File: src/rtl/mips_dmem_pkg.sv
// Shared types and constants for the MIPS data-memory controller.
// Four byte cycles make up one big-endian 32-bit word access.
package mips_dmem_pkg;

  localparam int BYTE_W         = 8;
  localparam int BYTES_PER_WORD = 4;

  typedef enum logic [1:0] {
    IDLE,
    XFER,
    RD_LAST,
    DONE
  } state_t;

endpackage

File: src/rtl/mips_rr_arb2.sv
// Two-requester round-robin arbiter.
// On a tie the port not granted last wins; the pointer resets to port 1.
module mips_rr_arb2 (
  input  logic       clk,
  input  logic       reset,
  input  logic [1:0] req,
  input  logic       advance,
  output logic [1:0] gnt_onehot
);

  logic last;

  // pick a winner; a tie goes to the port that lost last time
  always_comb begin
    gnt_onehot = req;
    unique case (1'b1)
      (req == 2'b11): gnt_onehot = last ? 2'b01 : 2'b10;
      default:        gnt_onehot = req;
    endcase
  end

  // remember which port was granted on an accepted request
  always_ff @(posedge clk) begin
    if (reset) begin
      last <= 1'b1;
    end else if (advance && (|gnt_onehot)) begin
      last <= gnt_onehot[1];
    end
  end

endmodule

File: src/rtl/mips_dmem_ctrl.sv
// Two-port word sequencer in front of a byte-wide synchronous RAM.
// Define MIPS_DMEM_ALIGN_CHK_EN to reject unaligned words with err.
module mips_dmem_ctrl
  import mips_dmem_pkg::*;
#(
  parameter int ADDR_W = 10
) (
  input  logic              clk,
  input  logic              reset,
  input  logic              m0_req,
  input  logic              m0_we,
  input  logic [31:0]       m0_addr,
  input  logic [31:0]       m0_wdata,
  output logic              m0_gnt,
  output logic              m0_done,
  output logic [31:0]       m0_rdata,
  input  logic              m1_req,
  input  logic              m1_we,
  input  logic [31:0]       m1_addr,
  input  logic [31:0]       m1_wdata,
  output logic              m1_gnt,
  output logic              m1_done,
  output logic [31:0]       m1_rdata,
  output logic [ADDR_W-1:0] mem_addr,
  output logic              mem_we,
  output logic [BYTE_W-1:0] mem_wdata,
  input  logic [BYTE_W-1:0] mem_rdata
`ifdef MIPS_DMEM_ALIGN_CHK_EN
  ,
  output logic              err
`endif
);

  localparam logic [1:0] LAST_IDX = 2'(BYTES_PER_WORD - 1);

  state_t              state;
  state_t              state_nx;
  logic [1:0]          gnt_vec;
  logic                gnt_sel;
  logic                accept;
  logic                unaligned;
  logic                req_we;
  logic [ADDR_W-1:0]   req_addr;
  logic [31:0]         req_wdata;
  logic                sel;
  logic                we_q;
  logic [31:0]         wdata_q;
  logic [ADDR_W-1:0]   addr_q;
  logic [1:0]          cnt;
  logic [23:0]         rbuf;
  logic [31:0]         rdata0_q;
  logic [31:0]         rdata1_q;
  logic                err_q;
  logic                unused_addr;

  assign unused_addr = ^{m0_addr[31:ADDR_W],
                         m1_addr[31:ADDR_W]};

  mips_rr_arb2 u_arb (
    .clk        (clk),
    .reset      (reset),
    .req        ({m1_req, m0_req}),
    .advance    (accept),
    .gnt_onehot (gnt_vec)
  );

  assign accept  = (state == IDLE) && (|gnt_vec)
                   && !reset;
  assign gnt_sel = gnt_vec[1];

  // mux the winning port's request fields
  always_comb begin
    req_we    = gnt_sel ? m1_we : m0_we;
    req_addr  = gnt_sel ? m1_addr[ADDR_W-1:0]
                        : m0_addr[ADDR_W-1:0];
    req_wdata = gnt_sel ? m1_wdata : m0_wdata;
`ifdef MIPS_DMEM_ALIGN_CHK_EN
    unaligned = gnt_sel ? (|m1_addr[1:0])
                        : (|m0_addr[1:0]);
`else
    unaligned = 1'b0;
`endif
  end

  // sequence IDLE -> XFER x4 -> (RD_LAST) -> DONE
  always_comb begin
    state_nx = state;
    case (state)
      IDLE: begin
        if (|gnt_vec) begin
          state_nx = unaligned ? DONE : XFER;
        end
      end
      XFER: begin
        if (cnt == LAST_IDX) begin
          state_nx = we_q ? DONE : RD_LAST;
        end
      end
      RD_LAST: state_nx = DONE;
      DONE:    state_nx = IDLE;
      default: state_nx = IDLE;
    endcase
  end

  // handshake and RAM strobes, all forced low under reset
  always_comb begin
    m0_gnt  = accept && !gnt_sel;
    m1_gnt  = accept && gnt_sel;
    m0_done = (state == DONE) && !sel && !reset;
    m1_done = (state == DONE) && sel && !reset;
    mem_we  = (state == XFER) && we_q && !reset;
  end

  // big-endian write lane: byte 0 is the top of the word
  always_comb begin
    mem_wdata = wdata_q[31:24];
    unique case (cnt)
      2'd0: mem_wdata = wdata_q[31:24];
      2'd1: mem_wdata = wdata_q[23:16];
      2'd2: mem_wdata = wdata_q[15:8];
      2'd3: mem_wdata = wdata_q[7:0];
    endcase
  end

  assign mem_addr = addr_q;
  assign m0_rdata = rdata0_q;
  assign m1_rdata = rdata1_q;

`ifdef MIPS_DMEM_ALIGN_CHK_EN
  assign err = (state == DONE) && err_q && !reset;
`endif

  // latch the request, step the byte counter, assemble read data
  always_ff @(posedge clk) begin
    if (reset) begin
      state    <= IDLE;
      sel      <= 1'b0;
      we_q     <= 1'b0;
      wdata_q  <= '0;
      addr_q   <= '0;
      cnt      <= '0;
      rbuf     <= '0;
      rdata0_q <= '0;
      rdata1_q <= '0;
      err_q    <= 1'b0;
    end else begin
      state <= state_nx;
      if (accept) begin
        sel     <= gnt_sel;
        we_q    <= req_we;
        wdata_q <= req_wdata;
        cnt     <= '0;
        err_q   <= unaligned;
        if (!unaligned) begin
          addr_q <= req_addr;
        end
      end
      if (state == XFER) begin
        if (cnt != LAST_IDX) begin
          cnt    <= cnt + 2'd1;
          addr_q <= addr_q + ADDR_W'(1);
        end
        if (!we_q && (cnt != 2'd0)) begin
          rbuf <= {rbuf[15:0], mem_rdata};
        end
      end
      if (state == RD_LAST) begin
        if (sel) begin
          rdata1_q <= {rbuf, mem_rdata};
        end else begin
          rdata0_q <= {rbuf, mem_rdata};
        end
      end
    end
  end

endmodule

File: config.mk
export PLATFORM = sky130hd
export DESIGN_NAME = mips_dmem_ctrl
export DESIGN_NICKNAME = d
export VERILOG_FILES = /design/src/rtl/mips_dmem_pkg.sv /design/src/rtl/mips_rr_arb2.sv /design/src/rtl/mips_dmem_ctrl.sv
export SDC_FILE = /design/constraint.sdc
export NUM_CORES = 1
export LEC_CHECK = 0
export ABC_CLOCK_PERIOD_IN_PS = 5600
export BUFFER_PORTS_ARGS = -buffer_cell sky130_fd_sc_hd__buf_2
export CORE_ASPECT_RATIO = 1.75
export CORE_MARGIN = 1.5
export CORE_UTILIZATION = 50
export CTS_CLUSTER_SIZE = 25
export DETAILED_ROUTE_END_ITERATION = 10
export MAX_ROUTING_LAYER = met4
export PLACE_DENSITY = 0.83
export SLEW_MARGIN = 25
export SYNTH_ARGS = -nofsm -noshare
export SYNTH_HDL_FRONTEND = slang
export SYNTH_SLANG_ARGS = --single-unit
File: constraint.sdc
create_clock -name clk -period 5.6 [get_ports clk]
set_input_delay 0.84 -clock clk [delete_from_list [all_inputs] [get_ports clk]]
set_output_delay 0.84 -clock clk [all_outputs]
set_load 0.03 [all_outputs]
==> results of run 1 <==
-- area by class of cell --
| cell class | count | share of cell area, % |
|---|---|---|
| Timing Repair Buffer | 191 | 14.0 |
| Clock inverter | 13 | 2.43 |
| Inverter | 15 | 0.805 |
| Sequential cell | 137 | 39.2 |
| Tap cell | 130 | 2.33 |
| Clock buffer | 19 | 6.19 |
| Multi-Input combinational cell | 449 | 35.1 |
-- per-layer routing --
layer / wire, um / part of all wire, % / vias to the layer above
met5: 0 / 0 / -
met4: 581 / 3.6 / 0
met3: 852 / 5.3 / 42
met2: 8840 / 55 / 230
met1: 5750 / 36 / 2529
li1: - / - / 2614
-- power by group --
part	total, mW	leakage (nW)	switching, mW	internal (mW)
clock	1.14	0.284	0.431	0.705
combinational	0.753	1.56	0.495	0.258
sequential	1.17	1.11	0.0963	1.08
total	3.06	2.95	1.02	2.04
-- worst register-to-register path, cell delays in order (launching register included) --
cell	delay [ns]
sky130_fd_sc_hd__dfxtp_1	0.35
sky130_fd_sc_hd__inv_1	0.09
sky130_fd_sc_hd__ha_1	0.23
sky130_fd_sc_hd__nor2b_4	0.24
sky130_fd_sc_hd__and3_1	0.46
sky130_fd_sc_hd__buf_4	0.43
sky130_fd_sc_hd__a222oi_1	0.17
sky130_fd_sc_hd__nor2_1	0.13
-- stage by stage --
| stage | utilization, % | worst slack (ns) | instances |
|---|---|---|---|
| after detailed placement | 59.7 | 2.19 | 922 |
| final | 65.4 | 2.17 | 954 |
| after global routing | 65.4 | 2.06 | 954 |
| after floorplan | - | 2.81 | 654 |
| after global placement | 59.7 | 2.20 | 922 |
| after CTS | 65.4 | 2.21 | 954 |
-- state kept, by name (all words and copies together) (netlist names) --
signal,count
m1_rdata,32
m0_rdata,32
rbuf,24
state,2
wdata_q,32
cnt,2
u_arb.last,1
mem_addr,10
we_q,1
sel,1
-- logic make-up after synthesis --
group | synth area share, %
xor gates and xnor gates | 0.797
buffers and inverters | 5.69
adders and majority gates | 2.05
and+or+nand+nor | 20.3
AOI/OAI and AO/OA | 19.7
DFF | 49.9
muxes | 1.64
-- placed cells by master, fill, tap and decap left out, types with 2 or more instances in the layout --
cell,synthesis,layout
sky130_fd_sc_hd__and4b_1,2,2
sky130_fd_sc_hd__mux2i_1,9,9
sky130_fd_sc_hd__a222oi_1,42,42
sky130_fd_sc_hd__inv_6,0,2
sky130_fd_sc_hd__nand3b_1,2,2
sky130_fd_sc_hd__and4_1,2,2
sky130_fd_sc_hd__clkinvlp_4,0,3
sky130_fd_sc_hd__nand2b_1,3,3
sky130_fd_sc_hd__dfxtp_1,137,137
sky130_fd_sc_hd__ha_1,9,9
sky130_fd_sc_hd__nor4_1,2,2
sky130_fd_sc_hd__a221oi_1,9,9
sky130_fd_sc_hd__clkinv_4,0,4
sky130_fd_sc_hd__inv_1,15,15
sky130_fd_sc_hd__nand3_1,8,8
sky130_fd_sc_hd__nor3_1,5,5
sky130_fd_sc_hd__and3_1,4,4
sky130_fd_sc_hd__buf_4,2,8
sky130_fd_sc_hd__nor2_1,39,39
sky130_fd_sc_hd__a31oi_1,2,2
sky130_fd_sc_hd__o21ai_0,4,4
sky130_fd_sc_hd__a21oi_1,93,93
sky130_fd_sc_hd__nand2_1,188,187
sky130_fd_sc_hd__bufinv_16,0,3
sky130_fd_sc_hd__clkbuf_16,0,17
sky130_fd_sc_hd__clkbuf_1,32,2
sky130_fd_sc_hd__xor2_1,3,3
sky130_fd_sc_hd__xnor2_1,2,2
sky130_fd_sc_hd__buf_2,10,183
-- how the worst min path moves through the flow --
stage / start / to / slack [ns] / depth (start not counted)
floorplan: rbuf[23] / m1_rdata[31] / 0.45 / 2
global placement: m0_rdata[4] / m0_rdata[4] / 0.44 / 2
detailed placement: m1_rdata[30] / m1_rdata[30] / 0.44 / 2
CTS: m1_rdata[30] / m1_rdata[30] / 0.45 / 2
global route: m0_rdata[19] / m0_rdata[19] / 0.47 / 2
finish: m1_rdata[17] / m1_rdata[17] / 0.45 / 2
==> out/qor.txt, run 1 <==
================================================================================
Run status                                                          finished, final reports clean
I/O pins                                                                     229
Largest net degree at the start of global routing                             77
Fraction of final layout cells with drive strength greater than 1          27.9%
Worst-case headroom to the max-slew limit                                  35.4%
Area taken by multi-input logic gates                                   2450 um2
Cell types with the highest counts after synthesis                  188 x sky130_fd_sc_hd__nand2_1, 137 x sky130_fd_sc_hd__dfxtp_1, 93 x sky130_fd_sc_hd__a21oi_1
Aggregate global-route resource usage                                      28.5%
Post-synthesis sequential element count                                      137
Die span in y                                                             142 um
Number of fill cells in the layout                                           914
Final setup fails                                                              0
Crit share post-route                                                      61.2%
Final routed wire length divided by cell count                           16.8 um
Transition time of the tightest slew-check pin                          0.968 ns
Iteration count of the initial detailed-routing pass                           8
Start-to-end type of the worst setup path                                 in2out
Initial antenna violation count                                                0
Crit-path cells                                                     buf_4 -> nor2b_4 -> and3_1 -> buf_4 -> buf_2
Mean number of vias per cell                                                5.68
Hold_buf cts                                                                   0
Static Leakage                                                           2.95 nW
Total count of max-transition violations in the final report                   0
Floorplan die width                                                      82.3 um
Warnings, synthesis                                                            0
Worst endpoint required time                                             4.76 ns
Grt ovf                                                                        0
Most instantiated flip-flop cell in the synthesis netlist           sky130_fd_sc_hd__dfxtp_1
RePlAce Congestion                                                         0.823
Launch point of the worst reg-to-reg path                               state[0]
Global-route track usage on met2                                           50.4%
Count of vias placed by the detailed router                                 5415
Clk Tree Root Cell                                                  sky130_fd_sc_hd__clkbuf_16
Routed Antenna Nets                                                            0
H-tree levels                                                                  4
Total clock buffers created by CTS                                            17
Dominant cell by count in the synthesized netlist                   sky130_fd_sc_hd__nand2_1
Area of the core region                                                10700 um2
Wire length of the first global-routing pass                             24.6 mm
Insertion delay to the later sink of the worst-skew pair                 0.42 ns
Number of clock sinks                                                        137
Signal arrival time at the worst endpoint                                2.59 ns
Final antenna diode count                                                      0
Reg-to-reg critical path endpoint                                    wdata_q[11]
Clock tree from TritonCTS                                                    yes
Area of the die                                                        11700 um2
Vias in the first global route                                              5111
Total number of nets in the final design                                     962
CP bufs+invs                                                                   3
Cells after synthesis                                                        654
Total Routed Length                                                      16.0 mm
Buffers inserted by post-CTS timing repair                                     0
Stages on the worst setup path                                                 5
Total area of sequential cells                                          2740 um2
Post-DP Area                                                            6390 um2
Sequential area share after synthesis                                      49.9%
# resized after CTS                                                            0
Family with the most delay on the worst path                        buffers and inverters
GR Util met3                                                               6.50%
Setup repair after global routing missed its margin                           no
First DRT Iteration DRCs                                                     483
Synthesized netlist net count                                                805
Final Total Pwr                                                          3.06 mW
Mean instance size in the synthesized netlist                           8.41 um2
Yosys top cell by area                                              sky130_fd_sc_hd__dfxtp_1
Final hold violation count                                                     0
Library cells used by synthesis                                               45
Gr busiest metal                                                            met2
Type of the tightest min-delay check                                     reg2reg
DRC                                                                            0
Clock transition at the registers of the reported paths                  0.06 ns
Number of buffers between clock root and the deepest sink                      2
Worst hold slack                                                        0.450 ns
Capture point of the worst path                                           m1_gnt
Maximum ir drop on the vdd rail                                         0.354 mV
Met1 track demand over resource in global routing                          29.2%
CP peak stage delay                                                      0.46 ns
Netlist area before placement                                           5500 um2
Ys async rst share                                                            0%
Capturing element type of the critical path                          output port
Site Rows                                                                     50
Worst r2r path cells                                                           7
Post-synth top area share                                                  49.9%
Initial cell density of the core                                           51.4%
Max_cap viols                                                                  0
Worst-path fanout max                                                         61
Final worst clock skew                                                 0.0102 ns
Count of flip-flops with a built-in enable after synthesis                     0
Maximum clock frequency                                                0.292 GHz
First element of the critical path                                         reset
Setup TNS Final                                                             0 ns
Final Instance Area                                                     6990 um2
CP most frequent cell                                               sky130_fd_sc_hd__buf_4
Largest cells by area after synthesis                               sky130_fd_sc_hd__dfxtp_1 50%, sky130_fd_sc_hd__nand2_1 13%, sky130_fd_sc_hd__a21oi_1 8.5%
Cell at the slowest stage of the critical path                      sky130_fd_sc_hd__and3_1
HPWL after detailed placement                                            10.9 mm
Pwr per Cell Area                                                     438 nW/um2
Final critical delay including setup and external delays                 3.43 ns
Register-to-Register Setup Slack                                         3.44 ns
Number of buffers added on ports                                             184
Critical path launch point type                                        input pin
Area Overhead vs Synth                                                     27.2%
================================================================================
Power figures use the tool's default switching activity.
==> inputs of run 2 (changes only) <==
--- a/config.mk
+++ b/config.mk
@@ -5,15 +5,15 @@
 export SDC_FILE = /design/constraint.sdc
 export NUM_CORES = 1
 export LEC_CHECK = 0
-export ABC_CLOCK_PERIOD_IN_PS = 5600
+export ABC_CLOCK_PERIOD_IN_PS = 3100
 export BUFFER_PORTS_ARGS = -buffer_cell sky130_fd_sc_hd__buf_2
 export CORE_ASPECT_RATIO = 1.75
 export CORE_MARGIN = 1.5
-export CORE_UTILIZATION = 50
+export CORE_UTILIZATION = 43
 export CTS_CLUSTER_SIZE = 25
 export DETAILED_ROUTE_END_ITERATION = 10
 export MAX_ROUTING_LAYER = met4
-export PLACE_DENSITY = 0.83
+export PLACE_DENSITY = 0.76
 export SLEW_MARGIN = 25
 export SYNTH_ARGS = -nofsm -noshare
 export SYNTH_HDL_FRONTEND = slang
==> constraint.sdc (replaced) <==
create_clock -name clk -period 3.1 [get_ports clk]
set_input_delay 0.465 -clock clk [delete_from_list [all_inputs] [get_ports clk]]
set_output_delay 0.465 -clock clk [all_outputs]
set_load 0.03 [all_outputs]
==> out/qor.txt, run 2 (synthesized netlist as in run 1, its figures left out) <==
================================================================================
Setup TNS Final                                                             0 ns   unchanged
Final worst clock skew                                                0.00777 ns   -0.00247 ns
Aggregate global-route resource usage                                      24.4%   -4.2 points
Area Overhead vs Synth                                                     28.2%
Type of the tightest min-delay check                                      in2reg
Critical path launch point type                                             flop
Static Leakage                                                           2.97 nW   +0.68%
DRC                                                                            0   unchanged
Crit share post-route                                                      85.2%
Total clock buffers created by CTS                                            17   unchanged
Total count of max-transition violations in the final report                   0   unchanged
Worst r2r path cells                                                           7   unchanged
Clock transition at the registers of the reported paths                  0.06 ns   about the same
Fraction of final layout cells with drive strength greater than 1          28.3%   +0.35 points
Die span in y                                                             153 um   +7.7%
Top library cells by usage in the layout, fill and taps aside       188 x sky130_fd_sc_hd__nand2_1, 183 x sky130_fd_sc_hd__buf_2, 137 x sky130_fd_sc_hd__dfxtp_1, 93 x sky130_fd_sc_hd__a21oi_1, 42 x sky130_fd_sc_hd__a222oi_1
Maximum clock frequency                                                0.379 GHz
First DRT Iteration DRCs                                                     394   -18%
Signal arrival time at the worst endpoint                                2.18 ns   -0.41 ns
Maximum ir drop on the vdd rail                                         0.432 mV   +22%
Clk Tree Root Cell                                                  sky130_fd_sc_hd__clkbuf_16
Cell Count Post-Placement                                                    964   +4.6%
Final critical delay including setup and external delays                 2.64 ns
Grt ovf                                                                        0   unchanged
RePlAce Congestion                                                         0.879   +6.8%
Final Total Pwr                                                          5.48 mW   +79%
H-tree levels                                                                  4   unchanged
Site Rows                                                                     54   +8.0%
Vias in the first global route                                              5005   -2.1%
Setup repair after global routing missed its margin                           no
Worst-case headroom to the max-slew limit                                  38.4%   +3.1 points
I/O pins                                                                     229   unchanged
Initial cell density of the core                                           44.0%   -7.4 points
Worst endpoint required time                                             2.63 ns   -2.13 ns
Wire length of the first global-routing pass                             24.8 mm   +1.0%
Floorplan die width                                                      88.5 um   +7.5%
Area of the die                                                        13500 um2   +16%
Capturing element type of the critical path                          output port
Setup slack after layout                                                0.459 ns   -1.72 ns
Clock tree from TritonCTS                                                    yes
Buffers inserted by post-CTS timing repair                                     0   unchanged
Total Routed Length                                                      16.0 mm   -0.37%
Final antenna diode count                                                      0   unchanged
Most common cell after layout, fill and taps aside                  sky130_fd_sc_hd__nand2_1
Number of clock sinks                                                        137   unchanged
Count of vias placed by the detailed router                                 5391   -0.44%
Total number of nets in the final design                                     966   +0.42%
Largest net degree at the start of global routing                             86   +12%
Final core occ                                                             56.4%   -9.0 points
Non-filler cells in the finished layout                                      996   +4.4%
Run status                                                          finished, final reports clean
HPWL after detailed placement                                            11.1 mm   +1.3%
Final routed wire length divided by cell count                           16.0 um   -4.6%
Final hold violation count                                                     0   unchanged
Number of buffers added on ports                                             184   unchanged
Hold_buf cts                                                                   0   unchanged
Insertion delay to the later sink of the worst-skew pair                 0.41 ns   about the same
Mean number of vias per cell                                                5.41   -4.6%
Routed Antenna Nets                                                            0   unchanged
Area of the core region                                                12500 um2   +17%
Placement Setup Slack                                                   0.901 ns   -1.29 ns
Depth of the worst hold-timing path                                            3   +1
Worst-path fanout max                                                          8   -87%
Number of fill cells in the layout                                          1170   +28%
Transition time of the tightest slew-check pin                          0.918 ns   -0.0500 ns
Initial antenna violation count                                                0   unchanged
Number of buffers between clock root and the deepest sink                      2   unchanged
Iteration count of the initial detailed-routing pass                           6   -2
Pwr per Cell Area                                                     778 nW/um2   +78%
Start-to-end type of the worst setup path                                reg2out
# resized after CTS                                                            0   unchanged
Final setup fails                                                              0   unchanged
Max_cap viols                                                                  0   unchanged
================================================================================
[run 2: final timing paths]
path,start,to,slack (ns)
max,cnt[0],mem_wdata[1],0.46
min,m0_addr[1],mem_addr[1],0.29
min reg2reg,m1_rdata[30],m1_rdata[30],0.45
max reg2reg,state[0],wdata_q[8],0.92
[run 2: power breakdown]
group          leakage [nW]  switching, mW  internal [mW]
sequential             1.11          0.169           1.94
clock                 0.286          0.837           1.14
combinational          1.57          0.919          0.477
total                  2.97           1.93           3.56
[run 2: worst max-delay path: stages, from the launching register on]
cell and delay, ns:
sky130_fd_sc_hd__dfxtp_1 0.39, sky130_fd_sc_hd__inv_1 0.09, sky130_fd_sc_hd__ha_1 0.32, sky130_fd_sc_hd__a222oi_1 0.63, sky130_fd_sc_hd__mux2i_1 0.13, sky130_fd_sc_hd__buf_2 0.21
[run 2: area by class of cell]
type / count / area [um2] / area share (%)
clock buffer: 17 / 425 / 6.04
clock inverter: 15 / 158 / 2.24
inverter: 15 / 56.3 / 0.799
multi-input combinational: 449 / 2450 / 34.8
sequential: 137 / 2740 / 38.9
tap: 168 / 210 / 2.98
timing repair buffer: 195 / 1010 / 14.3
[run 2: through the flow]
stage,hold WS (ns),instance area (um2)
after global placement,0.440,6460
after CTS,0.278,7050
after detailed placement,0.443,6460
after global routing,0.293,7050
after floorplan,0.445,5500
final,0.295,7050
[run 2: per-layer routing]
layer | GRT usage, % | share of wire (%)
met3 | 5.47 | 6.3
met4 | 11.9 | 3.7
met1 | 26.7 | 37
met5 | - | 0
met2 | 40.6 | 53
==> inputs of run 3 (changes only) <==
--- a/config.mk
+++ b/config.mk
@@ -9,11 +9,11 @@
 export BUFFER_PORTS_ARGS = -buffer_cell sky130_fd_sc_hd__buf_2
 export CORE_ASPECT_RATIO = 1.75
 export CORE_MARGIN = 1.5
-export CORE_UTILIZATION = 43
+export CORE_UTILIZATION = 34
+export CTS_CLUSTER_DIAMETER = 200
 export CTS_CLUSTER_SIZE = 25
 export DETAILED_ROUTE_END_ITERATION = 10
 export MAX_ROUTING_LAYER = met4
-export PLACE_DENSITY = 0.76
 export SLEW_MARGIN = 25
 export SYNTH_ARGS = -nofsm -noshare
 export SYNTH_HDL_FRONTEND = slang
==> out/qor.txt, run 3 (synthesized netlist as in run 1, its figures left out) <==
================================================================================
Run status                                                          finished, final reports clean
# resized after CTS                                                            0   unchanged
Number of buffers added on ports                                             184   unchanged
Launch point of the worst reg-to-reg path                                 cnt[0]
CP bufs+invs                                                                   2   unchanged
Crit-path cells                                                     inv_1 -> ha_1 -> a222oi_1 -> mux2i_1 -> buf_2
Signal arrival time at the worst endpoint                                2.17 ns   about the same
RePlAce Congestion                                                         0.842   -4.2%
Final routed wire length divided by cell count                           17.1 um   +6.9%
Final setup fails                                                              0   unchanged
Total clock buffers created by CTS                                            17   unchanged
Setup TNS Final                                                             0 ns   unchanged
Capture point of the worst path                                     mem_wdata[2]
Area of the die                                                        17000 um2   +26%
Final critical delay including setup and external delays                 2.64 ns   -0.00536 ns
Fraction of final layout cells with drive strength greater than 1          28.3%   unchanged
Grt ovf                                                                        0   unchanged
Family with the most delay on the worst path                        compound AO/OA/AOI/OAI gates
Worst r2r path cells                                                           5   -2
Vias in the first global route                                              5223   +4.4%
Register-to-Register Setup Slack                                         0.89 ns   -0.03 ns
HPWL after detailed placement                                            12.0 mm   +8.5%
DRC                                                                            0   unchanged
Transition time of the tightest slew-check pin                          0.919 ns   +0.000907 ns
Start-to-end type of the worst setup path                                reg2out
Static Leakage                                                           2.99 nW   +0.80%
Aggregate global-route resource usage                                      21.1%   -3.2 points
Number of fill cells in the layout                                          1649   +41%
Buffers inserted by post-CTS timing repair                                     0   unchanged
Floorplan die width                                                      99.1 um   +12%
Iteration count of the initial detailed-routing pass                           9   +3
Worst endpoint required time                                             2.63 ns   about the same
Die span in y                                                             171 um   +12%
Capturing element type of the critical path                          output port
Setup slack after layout                                                0.464 ns   +0.00535 ns
Type of the tightest min-delay check                                      in2reg
Clock tree from TritonCTS                                                    yes
Worst-path fanout max                                                          8   unchanged
Clk Tree Root Cell                                                  sky130_fd_sc_hd__clkbuf_16
Pwr per Cell Area                                                     798 nW/um2   +2.6%
Setup repair after global routing missed its margin                           no
Max_cap viols                                                                  0   unchanged
Reg-to-reg critical path endpoint                                    mem_addr[6]
Total area of sequential cells                                          2740 um2   unchanged
Maximum clock frequency                                                0.379 GHz   +0.20%
Routed Antenna Nets                                                            0   unchanged
I/O pins                                                                     229   unchanged
H-tree levels                                                                  4   unchanged
Clock transition at the registers of the reported paths                  0.07 ns   about the same
First element of the critical path                                        cnt[0]
Number of buffers between clock root and the deepest sink                      2   unchanged
Critical path launch point type                                             flop
First DRT Iteration DRCs                                                     406   +3.0%
Area of the core region                                                15900 um2   +27%
Largest net degree at the start of global routing                             70   -19%
Initial antenna violation count                                                0   unchanged
Total count of max-transition violations in the final report                   0   unchanged
Stages on the worst setup path                                                 5   unchanged
Cell at the slowest stage of the critical path                      sky130_fd_sc_hd__a222oi_1
Hold_buf cts                                                                   0   unchanged
Depth of the worst hold-timing path                                            3   unchanged
CP peak stage delay                                                      0.62 ns   about the same
Most common cell after layout, fill and taps aside                  sky130_fd_sc_hd__nand2_1
Wire length of the first global-routing pass                             27.2 mm   +9.6%
Final worst clock skew                                                0.00886 ns   +0.00109 ns
Mean number of vias per cell                                                5.25   -3.0%
Crit share post-route                                                      85.0%   -0.17 points
Area Overhead vs Synth                                                     29.7%
Site Rows                                                                     61   +13%
Final antenna diode count                                                      0   unchanged
Placement Setup Slack                                                   0.864 ns   -0.0376 ns
Total number of nets in the final design                                     966   unchanged
Area taken by multi-input logic gates                                   2450 um2   unchanged
Maximum ir drop on the vdd rail                                         0.447 mV   +3.4%
Top library cells by usage in the layout, fill and taps aside       188 x sky130_fd_sc_hd__nand2_1, 183 x sky130_fd_sc_hd__buf_2, 137 x sky130_fd_sc_hd__dfxtp_1, 93 x sky130_fd_sc_hd__a21oi_1, 42 x sky130_fd_sc_hd__a222oi_1
Total Routed Length                                                      17.4 mm   +9.1%
Worst-case headroom to the max-slew limit                                  38.3%   -0.061 points
Insertion delay to the later sink of the worst-skew pair                 0.41 ns   about the same
Initial cell density of the core                                           34.6%   -9.4 points
Number of clock sinks                                                        137   unchanged
Final hold violation count                                                     0   unchanged
Count of vias placed by the detailed router                                 5339   -0.96%
================================================================================
[run 3: changes by cell type in the layout (fill, tap and decap cells not counted), sizes merged]
cell,before,now
clkinv,5,2
inv,23,24
bufinv,1,3
[run 3: tightest hold or removal path, cell delays in order]
cell and delay (ns):
sky130_fd_sc_hd__buf_2 0.10, sky130_fd_sc_hd__nand2_1 0.05, sky130_fd_sc_hd__a21oi_1 0.05
[run 3: how the worst min path moves through the flow]
| stage | start | end | slack (ns) |
|---|---|---|---|
| 2_1_floorplan | rbuf[23] | m1_rdata[31] | 0.45 |
| 3_3_place_gp | m0_rdata[5] | m0_rdata[5] | 0.44 |
| 3_5_place_dp | m1_rdata[19] | m1_rdata[19] | 0.44 |
| 4_1_cts | m0_addr[1] | mem_addr[1] | 0.28 |
| 5_1_grt | m0_addr[1] | mem_addr[1] | 0.29 |
| 6_report | m0_addr[1] | mem_addr[1] | 0.29 |
[run 3: area by class of cell]
cell class	instances	share of cell area, %
clock inverters	15	2.86
flip-flops and latches	137	38.4
inverters	15	0.789
repair buffers	195	14.3
multi-input cells	449	34.3
clock buffers	17	5.96
well taps	189	3.32
[run 3: stage by stage]
stage                     instances  hold slack [ns]  power, mW  util (%)  area, um2
after floorplan                 654            0.445       3.12         -       5500
after global placement          985            0.440       3.56      41.0       6500
after detailed placement        985            0.444       3.57      41.0       6500
after CTS                      1017            0.277       5.75      44.9       7130
after global routing           1017            0.294       5.97      44.9       7130
final                          1017            0.287       5.69      44.9       7130
[run 3: metal layers]
layer / vias to the layer above / part of all wire (%) / GRT usage (%)
li1: 2620 / - / -
met1: 2481 / 38 / 22.7
met2: 213 / 54 / 37.8
met3: 25 / 5.5 / 4.35
met4: 0 / 2.4 / 8.82
met5: - / 0 / -
[run 3: power by group]
part	internal [mW]	leakage (nW)	total, mW	switching, mW
registers	1.94	1.11	2.11	0.170
logic	0.482	1.58	1.41	0.924
clock network	1.30	0.307	2.18	0.872
total	3.73	2.99	5.69	1.97
